## src/rtl/prod_accumulator.sv

```systemverilog
// Purpose : sums a frame of FRAME_LEN unsigned 6-bit multiplier products and presents the total with an overflow flag.
// Latency : the result is registered on the final accept edge, so out_valid is visible in the next cycle.
// Backpressure: in_ready is low for the whole time a result is held; a new frame starts only after out_valid && out_ready.
//
// Ports:
//   clk, rst_n         - core clock, asynchronous active-low reset
//   clear              - synchronous flush of the frame and any held result (wins over handshakes)
//   in_valid/in_ready  - product handshake, in_prod is the 6-bit product p5..p0
//   out_valid/out_ready- result handshake, out_sum/out_ovf are the frame total and overflow flag
//   frame_cnt          - number of products accepted so far in the current frame
//
// Optional feature: define PROD_ACC_SAT_EN so that the accumulator clamps at 2^ACC_W-1
// on overflow instead of wrapping. out_ovf is reported the same way in both builds.
module prod_accumulator #(
    parameter int FRAME_LEN = 4,
    parameter int ACC_W     = 9
) (
    input  logic             clk,
    input  logic             rst_n,
    input  logic             clear,
    input  logic             in_valid,
    output logic             in_ready,
    input  logic [5:0]       in_prod,
    output logic             out_valid,
    input  logic             out_ready,
    output logic [ACC_W-1:0] out_sum,
    output logic             out_ovf,
    output logic [3:0]       frame_cnt
);

    typedef enum logic {
        ST_ACC  = 1'b0,
        ST_HOLD = 1'b1
    } state_t;

    localparam logic [3:0]       LAST_CNT = 4'(FRAME_LEN - 1);
    localparam logic [ACC_W-1:0] ACC_MAX  = '1;

    state_t           state_q,     state_d;
    logic [ACC_W-1:0] acc_q,       acc_d;
    logic             ovf_q,       ovf_d;
    logic [3:0]       cnt_q,       cnt_d;
    logic             in_ready_q,  in_ready_d;
    logic             out_valid_q, out_valid_d;
    logic [ACC_W-1:0] out_sum_q,   out_sum_d;
    logic             out_ovf_q,   out_ovf_d;

    // One extra bit holds the carry out of the accumulator.
    logic [ACC_W:0]   sum_ext;
    logic             carry;
    logic [ACC_W-1:0] acc_next;
    logic             ovf_next;
    logic             accept;
    logic             last_accept;

    assign sum_ext  = {1'b0, acc_q} + {{(ACC_W-5){1'b0}}, in_prod};
    assign carry    = sum_ext[ACC_W];
    assign ovf_next = ovf_q | carry;

`ifdef PROD_ACC_SAT_EN
    // Once clamped, acc sits at ACC_MAX; any further non-zero product carries
    // again and re-clamps, and a zero product leaves it at ACC_MAX.
    assign acc_next = carry ? ACC_MAX : sum_ext[ACC_W-1:0];
`else
    assign acc_next = sum_ext[ACC_W-1:0];
`endif

    // in_ready_q is 0 only in HOLD and in the single cycle after reset release,
    // so the state term is redundant but keeps HOLD strictly closed to input.
    assign accept      = in_valid && in_ready_q && (state_q == ST_ACC);
    assign last_accept = accept && (cnt_q == LAST_CNT);

    always_comb begin
        state_d     = state_q;
        acc_d       = acc_q;
        ovf_d       = ovf_q;
        cnt_d       = cnt_q;
        in_ready_d  = in_ready_q;
        out_valid_d = out_valid_q;
        out_sum_d   = out_sum_q;
        out_ovf_d   = out_ovf_q;

        if (clear) begin
            state_d     = ST_ACC;
            acc_d       = '0;
            ovf_d       = 1'b0;
            cnt_d       = '0;
            in_ready_d  = 1'b1;
            out_valid_d = 1'b0;
            out_sum_d   = '0;
            out_ovf_d   = 1'b0;
        end else begin
            case (state_q)
                ST_ACC: begin
                    // Raises in_ready on the first edge after reset release.
                    in_ready_d = 1'b1;
                    if (last_accept) begin
                        out_sum_d   = acc_next;
                        out_ovf_d   = ovf_next;
                        out_valid_d = 1'b1;
                        in_ready_d  = 1'b0;
                        state_d     = ST_HOLD;
                        acc_d       = '0;
                        ovf_d       = 1'b0;
                        cnt_d       = '0;
                    end else if (accept) begin
                        acc_d = acc_next;
                        ovf_d = ovf_next;
                        cnt_d = cnt_q + 4'd1;
                    end
                end
                ST_HOLD: begin
                    // Consume edge only reopens the input; a product offered
                    // in this same cycle waits for the next one.
                    if (out_valid_q && out_ready) begin
                        out_valid_d = 1'b0;
                        in_ready_d  = 1'b1;
                        state_d     = ST_ACC;
                    end
                end
                default: begin
                    state_d = ST_ACC;
                end
            endcase
        end
    end

    always_ff @(posedge clk or negedge rst_n) begin
        if (!rst_n) begin
            state_q     <= ST_ACC;
            acc_q       <= '0;
            ovf_q       <= 1'b0;
            cnt_q       <= '0;
            in_ready_q  <= 1'b0;
            out_valid_q <= 1'b0;
            out_sum_q   <= '0;
            out_ovf_q   <= 1'b0;
        end else begin
            state_q     <= state_d;
            acc_q       <= acc_d;
            ovf_q       <= ovf_d;
            cnt_q       <= cnt_d;
            in_ready_q  <= in_ready_d;
            out_valid_q <= out_valid_d;
            out_sum_q   <= out_sum_d;
            out_ovf_q   <= out_ovf_d;
        end
    end

    assign in_ready  = in_ready_q;
    assign out_valid = out_valid_q;
    assign out_sum   = out_sum_q;
    assign out_ovf   = out_ovf_q;
    assign frame_cnt = cnt_q;

endmodule

```

## config.mk

```make
export PLATFORM = sky130hd
export DESIGN_NAME = prod_accumulator
export DESIGN_NICKNAME = d
export VERILOG_FILES = /design/src/rtl/prod_accumulator.sv
export SDC_FILE = /design/constraint.sdc
export NUM_CORES = 1
export LEC_CHECK = 0
export CAP_MARGIN = 15
export CELL_PAD_IN_SITES_DETAIL_PLACEMENT = 0
export CELL_PAD_IN_SITES_GLOBAL_PLACEMENT = 1
export CORE_UTILIZATION = 42
export CTS_CLUSTER_SIZE = 30
export DETAILED_ROUTE_END_ITERATION = 10
export PLACE_DENSITY = 0.94
export SLEW_MARGIN = 25
export SYNTH_ARGS = -nofsm -noshare
export SYNTH_HDL_FRONTEND = slang
export SYNTH_SLANG_ARGS = --single-unit
```

## constraint.sdc

```tcl
create_clock -name clk -period 4.4 [get_ports clk]
set_input_delay 0.44 -clock clk [delete_from_list [all_inputs] [get_ports clk]]
set_output_delay 0.44 -clock clk [all_outputs]
set_load 0.005 [all_outputs]
```

==> results.md, run 1 <==
* Post-route insts no fill at about 220
* CTS Buf Count at 3
* Final hold vios at 0
* Crit path buffers/inverters at 2
* GRT Total Usage at 20.34%
* Post-route DRC at 0
* Endpoints failing setup at 0
* Req. time, crit path at approximately 4600 ps
* Number of flops mapped to enable cells by yosys at 0
* Global-route wire length before repair at approximately 5500 um
* Routed vias at 1148
* Setup TNS at 0 ps
* Initial DRC Count at between 40 and 50
* Layout cell share with drive strength beyond 1 at 4.598%
* Multiplexer share of the synthesized area at 0%
* DR pass1 iterations at 4
* Initial antenna violation count at 0
* Post-Synth Adder-Cell Area at roughly 7.6%
* Clock sinks at 27
* Crit path max-delay cell type: clkdlybuf4s50_1
* Die height at around 60 um
* Max VDD drop at between 0.1 and 0.15 mV
* Final worst path period share at 49.94%
* Worst-path cell chain: clkdlybuf4s50_1 -> ha_1 -> inv_1 -> fa_1 -> nor2b_1 -> o31a_1 -> o22ai_1 -> or3_1 -> o21ai_0
* Pwr/cell area at ~270 mW/mm^2
* Placed insts at 214
* CTS H-tree lvls at 1
* Most frequent cell after synthesis: dfrtp_1
* Rows at 20
* CP peak stage delay at approximately 460 ps
* CTS Buffer Depth at 2
* Commonest cells in the netlist: dfrtp_1 (27), nand2_1 (17), a21oi_1 (16), nor2_1 (13), ha_1 (7)
* Max_slew headroom at 43.85%
* Skew-Pair Late Insertion Delay at between 300 and 400 ps
* Gp weighted congestion at 0.8982
* WL/cell at 14.13 um
* # IOs at 27
* Max Freq at 455.1 MHz
* Min Tclk post-route at about 2200 ps
* Static leakage at roughly 0.73 nW
* Syn avg cell area at 9.621 um^2
* Post-synthesis register bit count at 27
* Sw Pwr at 136.6 uW
* Primary FF master, synth: dfrtp_1
* Crit Path Max Fanout at 4
* Internal power at between 300 and 400 uW
* Slew Viols, Final at 0
* Cell depth of the worst setup path at 9
* Final #Nets at 194
* Post-Route WL at approximately 3100 um
* Sequential share of the synthesized area at 47.45%
* Unique cell type count in the Yosys netlist at 35
* Die area at between 0.003 and 0.004 mm^2
* # resized after CTS at 0
* Die Span X at between 60 and 70 um
* Synth Instances at 148
* Setup Skew at 4.772 ps
* GRT overflow at 0
* Max-cap violations at 0
* Kind of critical path: primary input to flip-flop
* Final HPWL DP at 2232 um
* Port Buf Inserts at 26
* Post-route ant nets at 0
* Combinational group share of total power at between 20% and 30%
* Clock Power Share at 22.3%
* Post-CTS setup buffer count at 0
* Post-synth ARST share at 100.0%
* Synth Area in Compound Gates at a little under a fifth
* Synth Area in XOR/XNOR at 4.306%
* Reg clk slew, reported paths at 140 ps
* Slew @ Worst Pin at roughly 840 ps
* YS warnings at 0
* Crit. End Element: flip-flop
* RSZ-0062 raised after global routing: false
* Hold buffer count at CTS at 0
* Worst path arrival time at ~2400 ps
* Main combinational cell family by area after synthesis: compound AO/OA/AOI/OAI gates
* Antenna Cells at 0
* Sequential share of power at between 50% and 60%
* Largest net degree at the start of global routing at 28
* Mapped Area at 0.001424 mm^2
* Core ar. at 0.003128 mm^2
* Fill cell count at 289
* Number of global-route vias before repair at 1145
* Yosys top cell area share at 47.45%
* Worst path top cell family by delay: adder cells
* Worst Hold Class: primary input to asynchronous set/reset pin
* Switching share of power at 28.52%
* R2r worst-path depth at 5
* Type of origin of the critical path: primary input
* Simple-Gate Fraction of Synth Area at a little under a fifth
* Leading post-synthesis cells by cell area: dfrtp_1 (47%), ha_1 (6.2%), a21oi_1 (5.6%)
* Area Growth Syn to Fin at 22.67%
* DR vias/cell at 5.266
* CTS root buf: clkbuf_4
* Post-Syn Nets at 167
* TritonCTS clock tree: built
* Outcome: completed
* Post-synth top area cell: dfrtp_1
* Initial Util at 45.52%
-- through the flow --
stage               hold slack [ps]  total power, mW  worst slack, ps  util, %  cell area, um^2
finish                        479.8           0.4788             2202    55.84             1747
CTS                           481.6           0.4833             2213    55.84             1747
global placement              468.8           0.3727             1915    55.00             1720
floorplan                     144.4           0.3378             2505        -             1424
global route                  495.3           0.5100             2072    55.84             1747
detailed placement            483.7           0.3765             1868    55.00             1720
-- state kept, by name, indices dropped and copies added, names as in the netlist --
signal and flops:
ovf_q 1, state_q 1, acc_q 9, frame_cnt 4, in_ready 1, out_ovf 1, out_sum 9, out_valid 1
-- cell families after synthesis --
family	Yosys count
buffers and inverters	11
and+or+nand+nor	53
adders and majority gates	8
AOI/OAI and AO/OA	42
DFF	27
xor gates and xnor gates	7
-- worst reg2reg max path, stage by stage (launching register included) --
cell and delay, ps:
dfrtp_1 430, and3b_2 250, and3_1 390, or3_4 440
or3_1 350, o21ai_0 90
-- layer usage --
metal  routed length [um]  track usage [%]
met5                    0                0
met3                  106            2.165
met1                 1432            27.31
met2                 1527            34.22
met4                   14            6.312
-- worst paths after layout --
check | from | to | slack, ps
max | in_prod[0] | acc_q[6]$_DFFE_PN0P_ | 2200
min | rst_n | out_valid$_DFFE_PN0P_ | 480
max reg2reg | in_ready$_DFFE_PN0P_ | acc_q[6]$_DFFE_PN0P_ | 2370
min reg2reg | state_q$_DFF_PN0_ | out_valid$_DFFE_PN0P_ | 500
max in group asynchronous | rst_n | out_sum[5]$_DFFE_PN0P_ | 3660
min in group clk | state_q$_DFF_PN0_ | out_valid$_DFFE_PN0P_ | 500
-- layout by cell type (no fill, tap or decap), types with 2 or more instances in the layout --
| master | n |
|---|---|
| nand3_1 | 3 |
| o21a_1 | 2 |
| nor3_1 | 4 |
| clkdlybuf4s50_1 | 26 |
| dfrtp_1 | 27 |
| ha_1 | 7 |
| xnor2_1 | 4 |
| nor2_1 | 13 |
| inv_1 | 6 |
| clkbuf_4 | 3 |
| nand2b_1 | 3 |
| a22o_1 | 5 |
| nand3b_1 | 2 |
| o211ai_1 | 2 |
| xor2_1 | 3 |
| o22ai_1 | 2 |
| o21ai_0 | 6 |
| o31a_1 | 2 |
| a21oi_1 | 16 |
| or3_1 | 2 |
| a211oi_1 | 4 |
| nand2_1 | 17 |
-- power by group through the flow --
stage          combinational (mW)  clock (mW)  sequential [mW]
6_report                    0.105       0.107            0.267
5_1_grt                     0.119       0.122            0.268
4_1_cts                     0.106       0.111            0.267
3_5_place_dp                0.105           0            0.271
3_3_place_gp                0.102           0            0.271
2_1_floorplan              0.0681           0            0.270
-- final cells by class --
type | count | area, um^2 | area share [%]
multi-input cells | 110 | 699.4 | 40.04
flip-flops and latches | 27 | 675.6 | 38.68
repair buffers | 27 | 267.8 | 15.33
well taps | 44 | 55.05 | 3.152
clock buffers | 4 | 26.28 | 1.504
inverters | 6 | 22.52 | 1.289
Note: power is estimated with default switching activity, not from simulation.
==> run 2: changes to the inputs <==
- CORE_UTILIZATION: 42 -> 39
- PLACE_DENSITY: 0.94 -> 0.88
- clock period: 4.4 -> 2.2 ns (I/O delays scaled with it)
==> run 2 against run 1 <==
  * Die area is 7.4% higher
  * Sequential share of layout area is 1.4 points lower
  * Non-clock buffer count is 8 higher
  * Clock-buffer cell count is 1 lower
  * Worst hold slack worse by 250 ps
  * Clock power is 120% higher
  * Sequential power is 100% higher
  * Critical path type is now flip-flop to flip-flop
  * Critical endpoint unchanged
==> results.md, run 2 (synthesis results as in run 1) <==
* Outcome: completed
* Area Growth Syn to Fin at 27.33%
* Final HPWL DP at 2357 um (+5.6%)
* CP startpoint: acc_q[0]$_DFFE_PN0P_
* Sw Pwr at 291.6 uW (+110%)
* Multi-input logic area at 699.4 um^2 (unchanged)
* RSZ-0062 raised after global routing: false
* Hold buffer count at CTS at 0 (unchanged)
* Port Buf Inserts at 26 (unchanged)
* Die Span X at 62.42 um (+3.6%)
* CTS Buf Count at 3 (unchanged)
* Final hold vios at 0 (unchanged)
* Routed vias at 1231 (+7.2%)
* Post-layout worst setup margin at 241.5 ps (-1961 ps)
* CTS H-tree lvls at 1 (unchanged)
* # resized after CTS at 0 (unchanged)
* Reg2reg end: acc_q[6]$_DFFE_PN0P_
* Initial Util at 41.68% (-3.8 points)
* Setup Skew at 10.99 ps (+6.217 ps)
* Number of global-route vias before repair at 1265 (+10%)
* Setup crit end: acc_q[6]$_DFFE_PN0P_
* Post-CTS setup buffer count at 0 (unchanged)
* Pwr/cell area at 542.5 mW/mm^2 (+98%)
* GRT Total Usage at 18.40% (-1.9 points)
* DR vias/cell at 5.399 (+2.5%)
* Switching share of power at 29.64% (+1.1 points)
* Placed insts at 224 (+4.7%)
* Post-route ant nets at 0 (unchanged)
* Die area at 0.003896 mm^2 (+7.4%)
* Layout cell share with drive strength beyond 1 at 9.341% (+4.7 points)
* Max-cap violations at 0 (unchanged)
* Commonest non-fill, non-tap cell in the layout: dfrtp_1
* Reg clk slew, reported paths at 160 ps (+20 ps)
* # IOs at 27 (unchanged)
* Crit. End Element: flip-flop
* Max_slew headroom at 64.13% (+20 points)
* Final worst path period share at 89.02%
* Endpoints failing setup at 0 (unchanged)
* Global-route wire length before repair at 5761 um (+5.7%)
* WL/cell at 13.98 um (-1.1%)
* CTS Buffer Depth at 2 (unchanged)
* Slew @ Worst Pin at 536.1 ps (-303.6 ps)
* Largest net degree at the start of global routing at 28 (unchanged)
* Crit Reg-Reg Startpoint: acc_q[0]$_DFFE_PN0P_
* DR pass1 iterations at 4 (unchanged)
* Min Tclk post-route at ~2000 ps
* Internal power at 692.1 uW (+100%)
* Worst Hold Class: primary input to asynchronous set/reset pin
* Core ar. at 0.003416 mm^2 (+9.2%)
* Slew Viols, Final at 0 (unchanged)
* Post-route insts no fill at 228 (+4.6%)
* Post-Route WL at 3187 um (+3.4%)
* Combinational group share of total power at 22.3% (+0.3 points)
* Worst path arrival time at 2230 ps (-210 ps)
* Gp weighted congestion at 0.8005 (-11%)
* Die height at 62.42 um (+3.6%)
* Final #Nets at 202 (+4.1%)
* Flop2flop setup slack at 240 ps (-2130 ps)
* Req. time, crit path at 2470 ps (-2170 ps)
* Sequential Area at 675.6 um^2 (unchanged)
* Commonest non-fill, non-tap cells in the layout: dfrtp_1 (27), clkdlybuf4s50_1 (26), nand2_1 (17)
* Skew-Pair Late Insertion Delay at 340 ps (+20 ps)
* Pre-CTS setup slack at -102.0 ps (-1970 ps)
* Post-route DRC at 0 (unchanged)
* Clock Power Share at 23.5% (+1.2 points)
* Antenna Cells at 0 (unchanged)
* R2r worst-path depth at 8 (+3)
* Rows at 21 (+5.0%)
* Type of origin of the critical path: flip-flop
* Kind of critical path: flip-flop to flip-flop
* Max Freq at 510.6 MHz
* Sequential share of power at 54.2% (-1.5 points)
* Crit Path Max Fanout at 4 (unchanged)
* Fill cell count at 335 (+16%)
* TritonCTS clock tree: built
* Initial antenna violation count at 0 (unchanged)
* Static leakage at 0.7677 nW (+5.2%)
* CTS root buf: clkbuf_4
* Max VDD drop at 0.2206 mV (+89%)
* GRT overflow at 0 (unchanged)
* Clock sinks at 27 (unchanged)
* Initial DRC Count at 28 (-33%)
[run 2: layout make-up]
class	count	area share, %
inverters	6	1.242
clock buffers	3	1.242
clock inverters	1	0.4141
repair buffers	35	18.08
flip-flops and latches	27	37.27
multi-input cells	110	38.58
well taps	46	3.175
[run 2: worst min-delay path by stage]
stage | cells after the start | from | to | slack, ps
floorplan | 0 | rst_n | acc_q[0]$_DFFE_PN0P_ | -80
global placement | 1 | state_q$_DFF_PN0_ | out_valid$_DFFE_PN0P_ | 470
detailed placement | 1 | acc_q[4]$_DFFE_PN0P_ | acc_q[4]$_DFFE_PN0P_ | 500
CTS | 2 | rst_n | ovf_q$_DFFE_PN0P_ | 240
global route | 2 | rst_n | out_ovf$_DFFE_PN0P_ | 270
finish | 2 | rst_n | ovf_q$_DFFE_PN0P_ | 230
[run 2: critical path: stages (launching register included)]
cell and delay (ps):
dfrtp_1 380, ha_1 160, inv_1 50, fa_1 380
nor2b_1 170, o31a_1 190, o22ai_1 150, or3_1 330
o21ai_0 90
[run 2: layer usage]
| layer | GRT usage [%] | vias to the layer above | wire (um) |
|---|---|---|---|
| met3 | 2.372 | 4 | 100 |
| met5 | 0 | - | 0 |
| met4 | 6.105 | 0 | 33 |
| met1 | 24.05 | 611 | 1507 |
| li1 | - | 595 | - |
| met2 | 31.39 | 21 | 1545 |
[run 2: metrics by stage]
step | power (mW) | utilization, % | cell area (um^2) | hold slack [ps] | setup TNS (ps)
after floorplan | 0.6756 | - | 1424 | -75.59 | 0
after global placement | 0.7577 | 52.20 | 1783 | 473.2 | 0
after detailed placement | 0.7619 | 52.20 | 1783 | 500.7 | -115.2
after CTS | 0.9925 | 53.08 | 1813 | 240.8 | 0
after global routing | 1.042 | 53.08 | 1813 | 265.7 | 0
final | 0.9836 | 53.08 | 1813 | 228.0 | 0
[run 2: power by group through the flow]
stage	clock [mW]	combinational [mW]	sequential, mW
4_1_cts	0.238	0.221	0.534
3_5_place_dp	0	0.219	0.543
2_1_floorplan	0	0.136	0.539
5_1_grt	0.258	0.247	0.537
3_3_place_gp	0	0.216	0.541
6_report	0.231	0.219	0.534
